## config.mk

```make
export PLATFORM = sky130hd
export DESIGN_NAME = decimal_entry
export DESIGN_NICKNAME = d
export VERILOG_FILES = /design/src/rtl/decimal_entry_pkg.sv /design/src/rtl/bcd_mac10.sv /design/src/rtl/decimal_entry.sv
export SDC_FILE = /design/constraint.sdc
export NUM_CORES = 1
export LEC_CHECK = 0
export CAP_MARGIN = 20
export CORE_UTILIZATION = 31
export DETAILED_ROUTE_END_ITERATION = 8
export PLACE_DENSITY_LB_ADDON = 0.2
export SLEW_MARGIN = 20
export SYNTH_ARGS = -nofsm -noshare
export SYNTH_HDL_FRONTEND = slang
export SYNTH_SLANG_ARGS = --single-unit
```

## constraint.sdc

```tcl
create_clock -name clock -period 4.3 [get_ports clock]
set_clock_uncertainty 0.2 [all_clocks]
set_input_delay 1.075 -clock clock [delete_from_list [all_inputs] [get_ports clock]]
set_output_delay 1.075 -clock clock [all_outputs]
set_load 0.02 [all_outputs]
```

## src/rtl/decimal_entry_pkg.sv

```systemverilog
// Shared types and constants for the keypad decimal entry path.
package decimal_entry_pkg;

    localparam int unsigned DIGITS  = 4;
    localparam logic [3:0]  BCD_MAX = 4'd9;
    localparam int unsigned ACC_W   = 14;

    typedef enum logic [1:0] {
        StEntry,
        StConvert,
        StDone
    } state_e;

endpackage

```

## src/rtl/bcd_mac10.sv

```systemverilog
// Combinational decimal multiply-accumulate step: acc*10 + digit.
module bcd_mac10
    import decimal_entry_pkg::*;
(
    input  logic [ACC_W-1:0] acc,
    input  logic [3:0]       digit,
    output logic [ACC_W-1:0] result
);

    // acc*10 as a shift-add pair; 9999 max fits in ACC_W so no overflow.
    assign result = (acc << 3) + (acc << 1) + ACC_W'(digit);

endmodule

```

## src/rtl/decimal_entry.sv

```systemverilog
// Collects up to DIGITS BCD keys plus a sign and converts them serially to a
// 16-bit two's-complement value for the processor input port.
module decimal_entry
    import decimal_entry_pkg::*;
#(
    parameter int unsigned DIGITS = 4
) (
    input  logic                  clock,
    input  logic                  reset,
    input  logic                  digit_valid,
    input  logic [3:0]            digit,
    input  logic                  neg_key,
    input  logic                  enter,
    input  logic                  clear,
    output logic                  busy,
    output logic [15:0]           value,
    output logic                  value_valid,
    output logic [4*DIGITS-1:0]   entry_bcd,
    output logic                  entry_neg
);

    localparam int unsigned CNT_W = $clog2(DIGITS + 1);
    localparam int unsigned IDX_W = $clog2(DIGITS);
    localparam logic [CNT_W-1:0] CountMax = CNT_W'(DIGITS);
    localparam logic [IDX_W-1:0] IdxTop   = IDX_W'(DIGITS - 1);

    state_e                state_q, state_d;
    logic [CNT_W-1:0]      count_q, count_d;
    logic [IDX_W-1:0]      index_q, index_d;
    logic [ACC_W-1:0]      acc_q, acc_d;
    logic [4*DIGITS-1:0]   bcd_q, bcd_d;
    logic                  neg_q, neg_d;
    logic [15:0]           value_q, value_d;
    logic                  vv_q, vv_d;
    logic                  busy_q, busy_d;

    logic [3:0]            cur_digit;
    logic [ACC_W-1:0]      mac_out;
    logic [15:0]           mag;

    assign cur_digit = bcd_q[{index_q, 2'b00} +: 4];
    assign mag       = 16'(mac_out);

    bcd_mac10 u_mac (
        .acc    (acc_q),
        .digit  (cur_digit),
        .result (mac_out)
    );

    always_comb begin
        state_d = state_q;
        count_d = count_q;
        index_d = index_q;
        acc_d   = acc_q;
        bcd_d   = bcd_q;
        neg_d   = neg_q;
        value_d = value_q;
        vv_d    = 1'b0;

        unique case (state_q)
            StEntry: begin
                if (clear) begin
                    bcd_d   = '0;
                    neg_d   = 1'b0;
                    count_d = '0;
                end else if (enter) begin
                    state_d = StConvert;
                    acc_d   = '0;
                    index_d = IdxTop;
                end else if (neg_key) begin
                    neg_d = ~neg_q;
                end else if (digit_valid && (digit <= BCD_MAX) && (count_q < CountMax)) begin
                    bcd_d   = {bcd_q[4*DIGITS-5:0], digit};
                    count_d = count_q + CNT_W'(1);
                end
            end
            StConvert: begin
                acc_d   = mac_out;
                index_d = index_q - IDX_W'(1);
                // Result is registered on the last iteration so it is visible in DONE.
                if (index_q == '0) begin
                    state_d = StDone;
                    value_d = neg_q ? 16'(-mag) : mag;
                    vv_d    = 1'b1;
                end
            end
            StDone: begin
                state_d = StEntry;
                bcd_d   = '0;
                neg_d   = 1'b0;
                count_d = '0;
            end
            default: state_d = StEntry;
        endcase

        busy_d = (state_d != StEntry);
    end

    always_ff @(posedge clock) begin
        if (reset) begin
            state_q <= StEntry;
            count_q <= '0;
            index_q <= '0;
            acc_q   <= '0;
            bcd_q   <= '0;
            neg_q   <= 1'b0;
            value_q <= '0;
            vv_q    <= 1'b0;
            busy_q  <= 1'b0;
        end else begin
            state_q <= state_d;
            count_q <= count_d;
            index_q <= index_d;
            acc_q   <= acc_d;
            bcd_q   <= bcd_d;
            neg_q   <= neg_d;
            value_q <= value_d;
            vv_q    <= vv_d;
            busy_q  <= busy_d;
        end
    end

    assign busy        = busy_q;
    assign value       = value_q;
    assign value_valid = vv_q;
    assign entry_bcd   = bcd_q;
    assign entry_neg   = neg_q;

endmodule

```

# Word level (Yosys, flattened, before mapping)
# Index checks and enable logic that the tools add are counted.
word_totals:
  in_bits: 10
  reg_bits: 55
classes:
  muxes: 26
  bitwise_logic: 2
  n_reduce_logical: 12
  magnitude_cmp: 2
  addsub: 5
  n_shift: 1
  n_eq_ne: 8
ops:
  columns: ["cell", "count"]
  rows:
  - ["two-way mux 16 bit", 5]
  - ["one-hot mux 16 bit (2 select lines)", 1]
  - ["two-way mux 13 bit", 2]
  - ["one-hot mux 13 bit (2 select lines)", 1]
  - ["negator 14 -> 16 bit", 1]
  - ["indexed part select 16 x 5 -> 4 bit", 1]
  - ["adder 14 bit", 1]
  - ["adder 14 x 4 -> 14 bit", 1]
  - ["two-way mux 3 bit", 4]
  - ["!= test 3 bit, second input constant", 4]
  - ["two-way mux 2 bit", 5]
  - ["one-hot mux 2 bit (2 select lines)", 2]
  - ["one-hot mux 3 bit (2 select lines)", 1]
  - ["AND reduction 3 bit", 2]
  - ["nonzero test 2 bit", 3]
  - ["less-or-equal comparator 4 bit, second input constant", 1]
  - ["logical NOT 2 bit", 2]
  - ["two-way mux 1 bit", 4]
  - ["!= test 2 bit, second input constant", 2]
  - ["AND reduction 4 bit", 1]
  - ["adder 3 x 1 -> 3 bit, second input constant", 1]
  - ["< comparator 3 bit, second input constant", 1]
  - ["equality test 2 x 1 -> 1 bit, second input constant", 1]
  - ["equality test 2 bit, second input constant", 1]
  - ["6 further kinds", 8]

# Depth between registers and ports, before layout
# Gate-level depths: netlist (run 1).
depth:
  depth_word: 8
  mapped_depth: 14
  mapped_depth_nobuf: 13

# By module
# A second synthesis (run 1) with hierarchy kept.
unflattened:
  hier_cells: 330
  area_unflattened_um2: 3173.0
by_module_without_submodules:
  columns: ["mod", "instances", "seq_area_each_um2", "cells_per_inst", "area_per_inst_um2"]
  rows:
  - ["decimal_entry", 1, 1121.1, 251, 2478.6]
  - ["bcd_mac10", 1, 0.0, 79, 694.4]

# Least setup slack after synthesis (run 1)
# OpenSTA, ideal clock, no wires.
synth_path:
  path_type: "flip-flop to flip-flop"
  from: "register index_q[0]"
  to: "register value_q[14], in the netlist value[14]"
  setup_ns: 0.117
  synth_period_minus_slack_ns: 4.029
  path_buffers: 1
  stages_incl_launch_ff: 12
  arrival_time_ns: 3.712
  setup_slack_ns: 0.271
  t_required_ns: 3.983
  path_cell_list: "dfxtp_1 > clkbuf_1 > mux4_2 > inv_1 > fa_1 > fa_1 > nand2b_1 > or3_4 > or4_4 > nor3_1 > nand3b_1 > a32o_1"
synth_between:
  elab_chain_cells: 4
synth_lines:
  columns: ["item", "line", "text"]
  rows:
  - ["from (decl)", "decimal_entry.sv:29", "logic [IDX_W-1:0] index_q, index_d;"]
  - ["from (signal assigned)", "decimal_entry.sv:113", "index_q <= index_d;"]
  - ["indexed part select 16 x 5 -> 4 bit", "decimal_entry.sv:41", "assign cur_digit = bcd_q[{index_q, 2'b00} +: 4];"]
  - ["adder 14 x 4 -> 14 bit", "bcd_mac10.sv:11", "assign result = (acc << 3) + (acc << 1) + ACC_W'(digit);"]
  - ["negator 14 -> 16 bit", "decimal_entry.sv:83", "value_d = neg_q ? 16'(-mag) : mag;"]
  - ["two-way mux 16 bit", "decimal_entry.sv:83", null]
  - ["to (signal assigned)", "decimal_entry.sv:117", "value_q <= value_d;"]
  - ["to (decl)", "decimal_entry.sv:33", "logic [15:0] value_q, value_d;"]
# Several ways; a longest one is shown, not always the timed one.
# A chain may end at the register's enable or synchronous reset.

# Worst setup path after layout (run 1)
layout_path:
  from: "register index_q[0]"
  to: "register value_q[12], in the netlist value[12]"
# Same word-level chain as after synthesis.

==> summary.txt, run 1 <==
Setup path
  • Max stage delay on crit path: 0.54 ns
  • Cell type of the slowest stage on the worst timing path: sky130_fd_sc_hd__mux4_2
  • Path length in cells of the critical path: 13
  • Endpoint kind of the worst setup timing path: flop
  • Worst setup path endpoint: value[12]
  • Destination of the worst register-to-register timing path: value[12]
  • Critical path buffer and inverter count: 2
  • Reg2reg path depth: 13
  • Most repeated library cell on the critical path: sky130_fd_sc_hd__inv_1
  • Worst setup path startpoint: index_q[0]
  • WP data arrival: 4.04 ns
  • Cell-by-cell trace of the critical path: mux4_2 > inv_1 > fa_1 > inv_1 > ha_1 > a21o_1 > a21oi_2 > xnor2_1 > or3_4 > or4_4 > nor4_1 > or3_1 > nand3_1
  • Type of the worst setup path: flop to flop
  • Category of cells accounting for the largest share of critical-path delay: simple AND/OR/NAND/NOR gates
  • Reg2reg setup slack: 0.27 ns
  • CP Launch Type: flop
  • Reg-to-reg critical path startpoint: index_q[0]
  • Maximum net fanout on the critical path: 4
  • Worst Path Required: 4.31 ns

GRT
  • Largest net degree at the start of global routing: 21
  • Number of antenna violations at the first check in global routing: 0
  • Routing usage on met1: 0.1986
  • First-pass GRT wire length: 11320 um
  • GRT overflow: 0
  • Via count of the first global-routing pass: 2358
  • Grt met3 use: 0.02208
  • Total routing resource utilization after global routing: 0.1393
  • Layer carrying the most global-route usage: met2
  • Met2 demand-to-capacity share in global routing: 0.2156

Place
  • Number of instances in the placed design: 501
  • Detailed placement HPWL: 5138 um
  • Final weighted congestion in routability-driven placement: 0.8221
  • Setup WS pre-CTS: 0.2773 ns
  • Number of buffers inserted by port buffering: 44

Power and ir drop
  • Static power due to leakage: 1.591 nW
  • Worst voltage drop across the vdd grid: 0.1442 mV
  • Cell internal power dissipation: 718.3 uW
  • Portion of total power attributed to sequential cells: 0.533
  • Switching power: 285.7 uW
  • Switching part of the total power: 0.2845
  • Total Power Consumption: 1.004 mW
  • Share of total power in the clock network: 0.305
  • Fraction of power consumed by combinational cells: 0.162
  • Ratio of total power to cell area: 264.5 nW/um2

Yosys
  • Flip-flop cell with the highest count after synthesis: sky130_fd_sc_hd__dfxtp_1
  • Netlist area before placement: 3062 um2
  • Synth Register Bits: 55
  • Top area cells in the synthesized netlist: sky130_fd_sc_hd__dfxtp_1 (36%), sky130_fd_sc_hd__ha_1 (10%), sky130_fd_sc_hd__nor2_1 (6.7%)
  • Ys async rst share: 0
  • Synth top area share: 0.3596
  • Top cell type by total area after synthesis: sky130_fd_sc_hd__dfxtp_1
  • Number of standard cells after synthesis: 330
  • Average cell area after synthesis: 9.278 um2
  • Number of distinct standard cells referenced by the synthesized netlist: 57
  • Share of synthesized area occupied by flip-flops and latches: 0.3596
  • Nets in the synthesized netlist: 367
  • Number of flops mapped to enable cells by yosys: 0
  • Yosys warns: 0

CTS
  • Number of instances resized during post-cts repair: 0
  • Max Root-Sink Buffers: 2
  • Clock tree from TritonCTS: built
  • Number of setup buffers added after CTS: 0
  • Later-pin clock latency in the skew report: 0.31 ns
  • Inserted Clock Buffers: 5
  • Clock net sink count: 55
  • Count of hold buffers inserted by post-cts repair: 0
  • H-tree depth: 2
  • Clock root cell: sky130_fd_sc_hd__clkbuf_8
  • Worst-path clk slew: 0.11 ns

Floorplanning
  • I/O pin count: 45
  • Num rows: 35
  • Initial cell density of the core: 0.3252
  • DIE WIDTH: 101.4 um
  • Vertical die dimension: 101.4 um
  • Core box area: 9415 um2
  • Area enclosed by the die boundary: 10280 um2

STA
  • Final Critical Period: 4.031 ns
  • Least-Margin Pin Slew: 0.5920 ns
  • Number of hold-slack violations in the final timing report: 0
  • # setup viols final: 0
  • Setup slack of the critical path after layout: 0.2689 ns
  • Unrepaired setup endpoints after global routing: no
  • Ratio of final minimum period to clock period: 0.9375
  • Tightest slew margin relative to the limit: 0.6041
  • Highest achievable clock rate: 248.1 MHz
  • Total Negative Setup Slacks: 0 ns
  • Pins over their slew limit: 0

Run status
  • Outcome: complete, no violations

Cells and area
  • Number of fill cells in the layout: 950
  • Top library cells by usage in the layout, fill and taps aside: sky130_fd_sc_hd__nor2_1 (55), sky130_fd_sc_hd__dfxtp_1 (55), sky130_fd_sc_hd__clkdlybuf4s50_1 (44), sky130_fd_sc_hd__ha_1 (25), sky130_fd_sc_hd__mux2i_1 (20)
  • Area Overhead vs Synth: 23.99%
  • Post-layout net count: 416
  • Count of antenna diodes in the layout: 0
  • Share of post-route cells with drive strength above 1: 0.08947
  • Non-filler instance count after layout: 509

Drt
  • Detailed-route via count: 2523
  • Aggregate routed wire length: 6790 um
  • DR iter-0 viols: 165
  • WL/cell: 13.34 um
  • Router iterations before antenna repair: 4
  • DRC errors left: 0
  • Post-detailed-route count of antenna-violating nets: 0
  • Vias/cell: 4.957

Min path
  • HP Class: flop to flop

Flow run
  • Max cap viols: 0
logic make-up after synthesis:
kind of cell	count (synthesis)	share of synthesized area
XOR/XNOR	21	0.06007
adder cells (fa/ha/maj)	27	0.1152
multiplexers	24	0.09481
AO/OA/AOI/OAI	72	0.1692
AND/OR/NAND/NOR	105	0.1688
buffers and inverters	26	0.03228
flip-flops	55	0.3596
stage by stage:
stage	utilization	instance area, um2	hold WS, ns
5_1_grt	0.4032	3796	0.2809
3_5_place_dp	0.3930	3700	0.2432
2_1_floorplan	-	3062	0.2647
6_report	0.4032	3796	0.2565
3_3_place_gp	0.3930	3700	0.2411
4_1_cts	0.4032	3796	0.2622
synthesized netlist by cell type, drive strengths merged, types with 6 or more instances:
master,number
nor2,55
xnor2,11
a211oi,8
a22oi,14
clkbuf,9
nand3,7
mux2i,20
nand2,12
nor2b,6
xor2,10
inv,13
o21ai,9
dfxtp,55
a21oi,13
ha,25
power by group through the flow:
stage / Combinational, mW / Sequential [mW] / Clock (mW)
global placement: 0.162 / 0.547 / 0
CTS: 0.164 / 0.535 / 0.323
detailed placement: 0.163 / 0.547 / 0
finish: 0.163 / 0.535 / 0.306
global route: 0.180 / 0.538 / 0.340
floorplan: 0.0995 / 0.554 / 0
metal layers:
layer	vias to the layer above	wire length, um
li1	1299	-
met1	1165	3484
met2	53	3008
met3	6	220
met4	0	76
met5	-	0
state kept, by name, summed over array words and instances, names as in the netlist:
signal / flops
value_valid: 1
state_q: 2
count_q: 3
entry_neg: 1
acc_q: 13
index_q: 2
busy: 1
entry_bcd: 16
value: 16
worst min path at each step:
stage / startpoint / to / slack (ns) / depth (start not counted)
6_report: value[15] / value[15] / 0.26 / 2
5_1_grt: value[15] / value[15] / 0.28 / 2
4_1_cts: value[15] / value[15] / 0.26 / 2
3_5_place_dp: value[15] / value[15] / 0.24 / 2
3_3_place_gp: value[15] / value[15] / 0.24 / 2
2_1_floorplan: count_q[1] / count_q[1] / 0.26 / 2
tightest hold or removal path, cell delays in order (launching register included):
cell	delay, ns
sky130_fd_sc_hd__dfxtp_1	0.33
sky130_fd_sc_hd__nand2_1	0.05
sky130_fd_sc_hd__o21ai_1	0.05
area by class of cell:
type | count | area, um2 | share of cell area
clock buffers | 5 | 68.82 | 0.01813
clock inverters | 3 | 27.53 | 0.007251
inverters | 13 | 48.80 | 0.01285
multi-input cells | 249 | 1866 | 0.4914
flip-flops and latches | 55 | 1101 | 0.2900
well taps | 129 | 161.4 | 0.04252
repair buffers | 55 | 523.0 | 0.1378
(Power assumes the default switching activity.)
==> run 2, diff against run 1 <==
--- a/config.mk
+++ b/config.mk
@@ -8,6 +8,7 @@
 export CAP_MARGIN = 20
 export CORE_UTILIZATION = 31
 export DETAILED_ROUTE_END_ITERATION = 8
+export MAX_ROUTING_LAYER = met4
 export PLACE_DENSITY_LB_ADDON = 0.2
 export SLEW_MARGIN = 20
 export SYNTH_ARGS = -nofsm -noshare
==> run 2 against run 1 <==
Compared with the run above:
- clock-buffer cell count unchanged
- first-iteration DRC count increased by 4.2%
- total power decreased by 0.11%
- via count decreased by 0.55%
- largest power group unchanged
- highest routed layer unchanged
==> summary.txt, run 2 (synthesis results as in run 1) <==
Setup path
  • Path length in cells of the critical path: 13 (unchanged)
  • WP data arrival: 4.04 ns (about the same)
  • Type of the worst setup path: flop to flop
  • CP Launch Type: flop
  • Critical path buffer and inverter count: 2 (unchanged)
  • Endpoint kind of the worst setup timing path: flop
  • Reg2reg path depth: 13 (unchanged)
  • Maximum net fanout on the critical path: 4 (unchanged)
  • Cell type of the slowest stage on the worst timing path: sky130_fd_sc_hd__mux4_2
  • Cell-by-cell trace of the critical path: mux4_2 > inv_1 > fa_1 > inv_1 > ha_1 > a21o_1 > a21oi_2 > xnor2_1 > or3_4 > or4_4 > nor4_1 > or3_1 > nand3_1
  • Worst Path Required: 4.31 ns (about the same)
  • Most repeated library cell on the critical path: sky130_fd_sc_hd__inv_1
  • Max stage delay on crit path: 0.54 ns (about the same)
  • Category of cells accounting for the largest share of critical-path delay: simple AND/OR/NAND/NOR gates

Cells and area
  • Non-filler instance count after layout: 509 (unchanged)
  • Core utilization of the finished layout: 0.4032 (unchanged)
  • Count of antenna diodes in the layout: 0 (unchanged)
  • Number of fill cells in the layout: 950 (unchanged)
  • Share of post-route cells with drive strength above 1: 0.08947 (unchanged)
  • Area Overhead vs Synth: 23.99% (unchanged)
  • Post-layout net count: 416 (unchanged)
  • Top library cells by usage in the layout, fill and taps aside: sky130_fd_sc_hd__nor2_1 (55), sky130_fd_sc_hd__dfxtp_1 (55), sky130_fd_sc_hd__clkdlybuf4s50_1 (44), sky130_fd_sc_hd__ha_1 (25), sky130_fd_sc_hd__mux2i_1 (20)

STA
  • Pins over their slew limit: 0 (unchanged)
  • Unrepaired setup endpoints after global routing: no
  • Final Critical Period: 4.033 ns (+0.001817 ns)
  • Setup slack of the critical path after layout: 0.2671 ns (-0.001817 ns)
  • Total Negative Setup Slacks: 0 ns (unchanged)
  • Tightest slew margin relative to the limit: 0.6060 (+0.001882)
  • Least-Margin Pin Slew: 0.5891 ns (-0.002814 ns)
  • Number of hold-slack violations in the final timing report: 0 (unchanged)
  • Ratio of final minimum period to clock period: 0.9379 (about the same)
  • Highest achievable clock rate: 248.0 MHz (about the same)
  • # setup viols final: 0 (unchanged)

Floorplanning
  • Area enclosed by the die boundary: 10280 um2 (unchanged)
  • DIE WIDTH: 101.4 um (unchanged)
  • Vertical die dimension: 101.4 um (unchanged)
  • Initial cell density of the core: 0.3252 (unchanged)
  • I/O pin count: 45 (unchanged)
  • Num rows: 35 (unchanged)
  • Core box area: 9415 um2 (unchanged)

CTS
  • H-tree depth: 2 (unchanged)
  • Later-pin clock latency in the skew report: 0.32 ns (about the same)
  • Clock root cell: sky130_fd_sc_hd__clkbuf_8
  • Max Root-Sink Buffers: 2 (unchanged)
  • Count of hold buffers inserted by post-cts repair: 0 (unchanged)
  • Number of instances resized during post-cts repair: 0 (unchanged)
  • Clock tree from TritonCTS: built
  • Number of setup buffers added after CTS: 0 (unchanged)
  • Clock net sink count: 55 (unchanged)
  • Worst-path clk slew: 0.11 ns (about the same)
  • Inserted Clock Buffers: 5 (unchanged)

Drt
  • DR iter-0 viols: 172 (+4.2%)
  • Routed met3 length: 235 um (+6.8%)
  • Detailed-route via count: 2509 (-0.55%)
  • Vias/cell: 4.929 (-0.55%)
  • Post-detailed-route count of antenna-violating nets: 0 (unchanged)
  • Aggregate routed wire length: 6775 um (-0.22%)
  • Length of routed wiring on met1: 3461 um (-0.66%)
  • Highest Signal Layer: met4
  • WL/cell: 13.31 um (-0.22%)
  • Router iterations before antenna repair: 4 (unchanged)
  • DRC errors left: 0 (unchanged)
  • Met2 wire length: 3007 um (about the same)

Place
  • Setup WS pre-CTS: 0.2773 ns (unchanged)
  • Detailed placement HPWL: 5138 um (unchanged)
  • Final weighted congestion in routability-driven placement: 0.8344 (+1.5%)
  • Number of instances in the placed design: 501 (unchanged)
  • Number of buffers inserted by port buffering: 44 (unchanged)

GRT
  • Via count of the first global-routing pass: 2364 (+0.25%)
  • Number of antenna violations at the first check in global routing: 0 (unchanged)
  • GRT overflow: 0 (unchanged)
  • Total routing resource utilization after global routing: 0.1437 (+0.004379)
  • First-pass GRT wire length: 11330 um (about the same)
  • Largest net degree at the start of global routing: 21 (unchanged)

Power and ir drop
  • Fraction of power consumed by combinational cells: 0.162 (about the same)
  • Static power due to leakage: 1.591 nW (unchanged)
  • Cell internal power dissipation: 718.3 uW (about the same)
  • Switching part of the total power: 0.2838 (-0.0007272)
  • Ratio of total power to cell area: 264.2 nW/um2 (-0.11%)
  • Share of total power in the clock network: 0.304 (about the same)
  • Worst voltage drop across the vdd grid: 0.1437 mV (-0.35%)
  • Total Power Consumption: 1.003 mW (-0.11%)
  • Switching power: 284.6 uW (-0.37%)
  • Portion of total power attributed to sequential cells: 0.533 (about the same)

Flow run
  • Max cap viols: 0 (unchanged)

Run status
  • Outcome: complete, no violations

Min path
  • Worst Hold Depth: 2 (unchanged)
  • HP Class: flop to flop
-- run 2: cell counts in the layout (fill, tap and decap cells not counted) --
Identical to the previous run, type by type.
-- run 2: path summary, 6_finish.rpt --
path,from,endpoint,slack (ns)
worst max-delay path,index_q[0],value[12],0.27
worst min-delay path,value[15],value[15],0.26
worst max register to register,index_q[0],value[12],0.27
worst min register to register,value[15],value[15],0.26
-- run 2: per-layer routing --
layer | GRT usage | up-vias
met1 | 0.1991 | 1156
met4 | 0.04236 | 0
met5 | - | -
met3 | 0.02208 | 8
met2 | 0.2151 | 49
li1 | - | 1296
-- run 2: per-stage QoR --
step | hold WS [ns] | instance area, um2
after floorplan | 0.2647 | 3062
after global placement | 0.2411 | 3700
after detailed placement | 0.2432 | 3700
after CTS | 0.2622 | 3796
after global routing | 0.2810 | 3796
final | 0.2562 | 3796
-- run 2: power by group through the flow --
stage	Clock, mW	Sequential [mW]	Combinational [mW]
2_1_floorplan	0	0.554	0.0995
3_3_place_gp	0	0.547	0.162
3_5_place_dp	0	0.547	0.163
4_1_cts	0.323	0.535	0.164
5_1_grt	0.340	0.538	0.180
6_report	0.305	0.535	0.163
-- run 2: layout make-up --
cell class / count / area [um2] / share of cell area
sequential: 55 / 1101 / 0.2900
multi-input combinational: 249 / 1866 / 0.4914
timing repair buffer: 55 / 523.0 / 0.1378
clock buffer: 5 / 68.82 / 0.01813
inverter: 13 / 48.80 / 0.01285
clock inverter: 3 / 27.53 / 0.007251
tap: 129 / 161.4 / 0.04252
-- run 2: tightest hold or removal path, delay by kind of cell (launching register included) --
family             cells  cell delay, ns
DFF                    1            0.33
and+or+nand+nor        1            0.05
AOI/OAI and AO/OA      1            0.05
==> run 3, diff against run 2 <==
--- a/config.mk
+++ b/config.mk
@@ -9,7 +9,7 @@
 export CORE_UTILIZATION = 31
 export DETAILED_ROUTE_END_ITERATION = 8
 export MAX_ROUTING_LAYER = met4
-export PLACE_DENSITY_LB_ADDON = 0.2
+export PLACE_DENSITY = 0.54
 export SLEW_MARGIN = 20
 export SYNTH_ARGS = -nofsm -noshare
 export SYNTH_HDL_FRONTEND = slang
==> run 3 against run 2 <==
Compared with the run above:
- worst setup slack improved by 0.017 ns
- sequential cell count is the same
- clock-buffer cell count is 2 higher
- fmax grew 0.44%
- non-clock buffer count down 1
- final area fell by 0.23%
- critical path depth stayed put
- global-route usage down 0.26 points
- sequential power is essentially flat
==> summary.txt, run 3 (synthesis results as in run 1) <==
Drt
  • Vias/cell: 4.868 (-1.2%)
  • Router iterations before antenna repair: 4 (unchanged)
  • Detailed-route via count: 2473 (-1.4%)
  • DR iter-0 viols: 96 (-44%)
  • DRC errors left: 0 (unchanged)
  • Post-detailed-route count of antenna-violating nets: 0 (unchanged)
  • Aggregate routed wire length: 6744 um (-0.46%)
  • WL/cell: 13.28 um (-0.26%)

CTS
  • Count of hold buffers inserted by post-cts repair: 0 (unchanged)
  • Worst-path clk slew: 0.10 ns (about the same)
  • Number of instances resized during post-cts repair: 0 (unchanged)
  • Clock tree from TritonCTS: built
  • Later-pin clock latency in the skew report: 0.31 ns (about the same)
  • Inserted Clock Buffers: 5 (unchanged)
  • Max Root-Sink Buffers: 2 (unchanged)
  • Number of setup buffers added after CTS: 0 (unchanged)
  • H-tree depth: 2 (unchanged)
  • Clock net sink count: 55 (unchanged)
  • Clock root cell: sky130_fd_sc_hd__clkbuf_8

Cells and area
  • Count of antenna diodes in the layout: 0 (unchanged)
  • Area Overhead vs Synth: 23.70%
  • Post-layout net count: 415 (-0.24%)
  • Share of post-route cells with drive strength above 1: 0.08443 (-0.005041)
  • Top library cells by usage in the layout, fill and taps aside: sky130_fd_sc_hd__nor2_1 (55), sky130_fd_sc_hd__dfxtp_1 (55), sky130_fd_sc_hd__clkdlybuf4s50_1 (44), sky130_fd_sc_hd__ha_1 (25), sky130_fd_sc_hd__mux2i_1 (20)
  • Fin area: 3787 um2 (-0.23%)

GRT
  • Routing usage on met1: 0.2020 (+0.002956)
  • Via count of the first global-routing pass: 2224 (-5.9%)
  • Largest net degree at the start of global routing: 33 (+57%)
  • GRT overflow: 0 (unchanged)
  • Grt met3 use: 0.02139 (-0.0006901)
  • Number of antenna violations at the first check in global routing: 0 (unchanged)
  • Met2 demand-to-capacity share in global routing: 0.2020 (-0.01308)
  • Layer carrying the most global-route usage: met1
  • Total routing resource utilization after global routing: 0.1411 (-0.002631)
  • First-pass GRT wire length: 11070 um (-2.3%)

Floorplanning
  • Vertical die dimension: 101.4 um (unchanged)
  • DIE WIDTH: 101.4 um (unchanged)
  • I/O pin count: 45 (unchanged)
  • Num rows: 35 (unchanged)
  • Area enclosed by the die boundary: 10280 um2 (unchanged)
  • Core box area: 9415 um2 (unchanged)
  • Initial cell density of the core: 0.3252 (unchanged)

Power and ir drop
  • Share of total power in the clock network: 0.305 (about the same)
  • Fraction of power consumed by combinational cells: 0.161 (about the same)
  • Ratio of total power to cell area: 264.2 nW/um2 (about the same)
  • Switching power: 270.7 uW (-4.9%)
  • Switching part of the total power: 0.2705 (-0.01333)
  • Static power due to leakage: 1.588 nW (-0.20%)
  • Worst voltage drop across the vdd grid: 0.1263 mV (-12%)
  • Cell internal power dissipation: 730.0 uW (+1.6%)
  • Portion of total power attributed to sequential cells: 0.534 (about the same)

Setup path
  • WP data arrival: 4.03 ns (about the same)
  • Maximum net fanout on the critical path: 4 (unchanged)
  • CP Launch Type: flop
  • Type of the worst setup path: flop to flop
  • Worst Path Required: 4.31 ns (about the same)
  • Endpoint kind of the worst setup timing path: flop

STA
  • Tightest slew margin relative to the limit: 0.5821 (-0.02387)
  • Worst Hold Slack: 0.2557 ns (-0.0004900 ns)
  • Pins over their slew limit: 0 (unchanged)
  • Total Negative Setup Slacks: 0 ns (unchanged)
  • # setup viols final: 0 (unchanged)
  • Highest achievable clock rate: 249.0 MHz (+0.44%)
  • Unrepaired setup endpoints after global routing: no
  • Least-Margin Pin Slew: 0.6245 ns (+0.03534 ns)
  • Final Critical Period: 4.015 ns (-0.01748 ns)
  • Ratio of final minimum period to clock period: 0.9338 (-0.004066)
  • Number of hold-slack violations in the final timing report: 0 (unchanged)

Min path
  • HP Class: flop to flop

Place
  • Detailed placement HPWL: 5074 um (-1.3%)
  • Number of buffers inserted by port buffering: 44 (unchanged)
  • Placement Cell Area: 3692 um2 (-0.20%)
  • Final weighted congestion in routability-driven placement: 0.8171 (-2.1%)

Run status
  • Outcome: complete, no violations

Flow run
  • Max cap viols: 0 (unchanged)
[run 3: cell types whose count changed in the layout (fill, tap and decap cells not counted), sizes merged]
cell / before / now
clkbuf: 5 / 7
buf: 11 / 10
clkinvlp: 1 / 0
inv: 14 / 13
[run 3: final timing paths]
kind                            slack, ns         to  cells past startpoint       start
worst max register to register       0.28  value[14]                     13  index_q[0]
worst min-delay path                 0.26  value[15]                      2   value[15]
worst max-delay path                 0.28  value[14]                     13  index_q[0]
worst min register to register       0.26  value[15]                      2   value[15]
[run 3: cell type report]
cell class | instances | area [um2]
Clock buffer | 7 | 86.33
Timing Repair Buffer | 54 | 515.5
Multi-Input combinational cell | 249 | 1866
Clock inverter | 1 | 8.758
Sequential cell | 55 | 1101
Fill cell | 932 | 5628
Inverter | 13 | 48.80
Tap cell | 129 | 161.4
[run 3: worst max-delay path, cell delays in order, from the launching register on]
cell and delay, ns:
sky130_fd_sc_hd__dfxtp_1 0.44, sky130_fd_sc_hd__mux4_2 0.53, sky130_fd_sc_hd__inv_1 0.08, sky130_fd_sc_hd__fa_1 0.45, sky130_fd_sc_hd__inv_1 0.08, sky130_fd_sc_hd__ha_1 0.22, sky130_fd_sc_hd__a21o_1 0.18, sky130_fd_sc_hd__a21oi_2 0.15
sky130_fd_sc_hd__xnor2_1 0.13, sky130_fd_sc_hd__or3_4 0.37, sky130_fd_sc_hd__or4_4 0.51, sky130_fd_sc_hd__nor3_1 0.21, sky130_fd_sc_hd__nand3b_1 0.10, sky130_fd_sc_hd__a32o_1 0.26
[run 3: power groups by stage]
stage / Clock (mW) / Combinational (mW) / Sequential (mW)
after floorplan: 0 / 0.0995 / 0.554
after global placement: 0 / 0.161 / 0.547
after detailed placement: 0 / 0.162 / 0.547
after CTS: 0.315 / 0.163 / 0.535
after global routing: 0.337 / 0.177 / 0.537
final: 0.305 / 0.161 / 0.535
[run 3: through the flow]
stage	cells	setup WS, ns	power, mW	util
3_3_place_gp	500	0.3740	0.7076	0.3922
2_1_floorplan	330	0.2710	0.6538	-
6_report	508	0.2846	1.001	0.4023
4_1_cts	508	0.2643	1.013	0.4023
3_5_place_dp	500	0.2793	0.7092	0.3922
5_1_grt	508	0.08390	1.051	0.4023
[run 3: metal layers]
layer / part of all wire / wire (um) / up-vias
met5: 0 / 0 / -
met2: 0.43 / 2903 / 41
met4: 0.014 / 93 / 0
met3: 0.028 / 192 / 6
met1: 0.53 / 3555 / 1148
li1: - / - / 1278
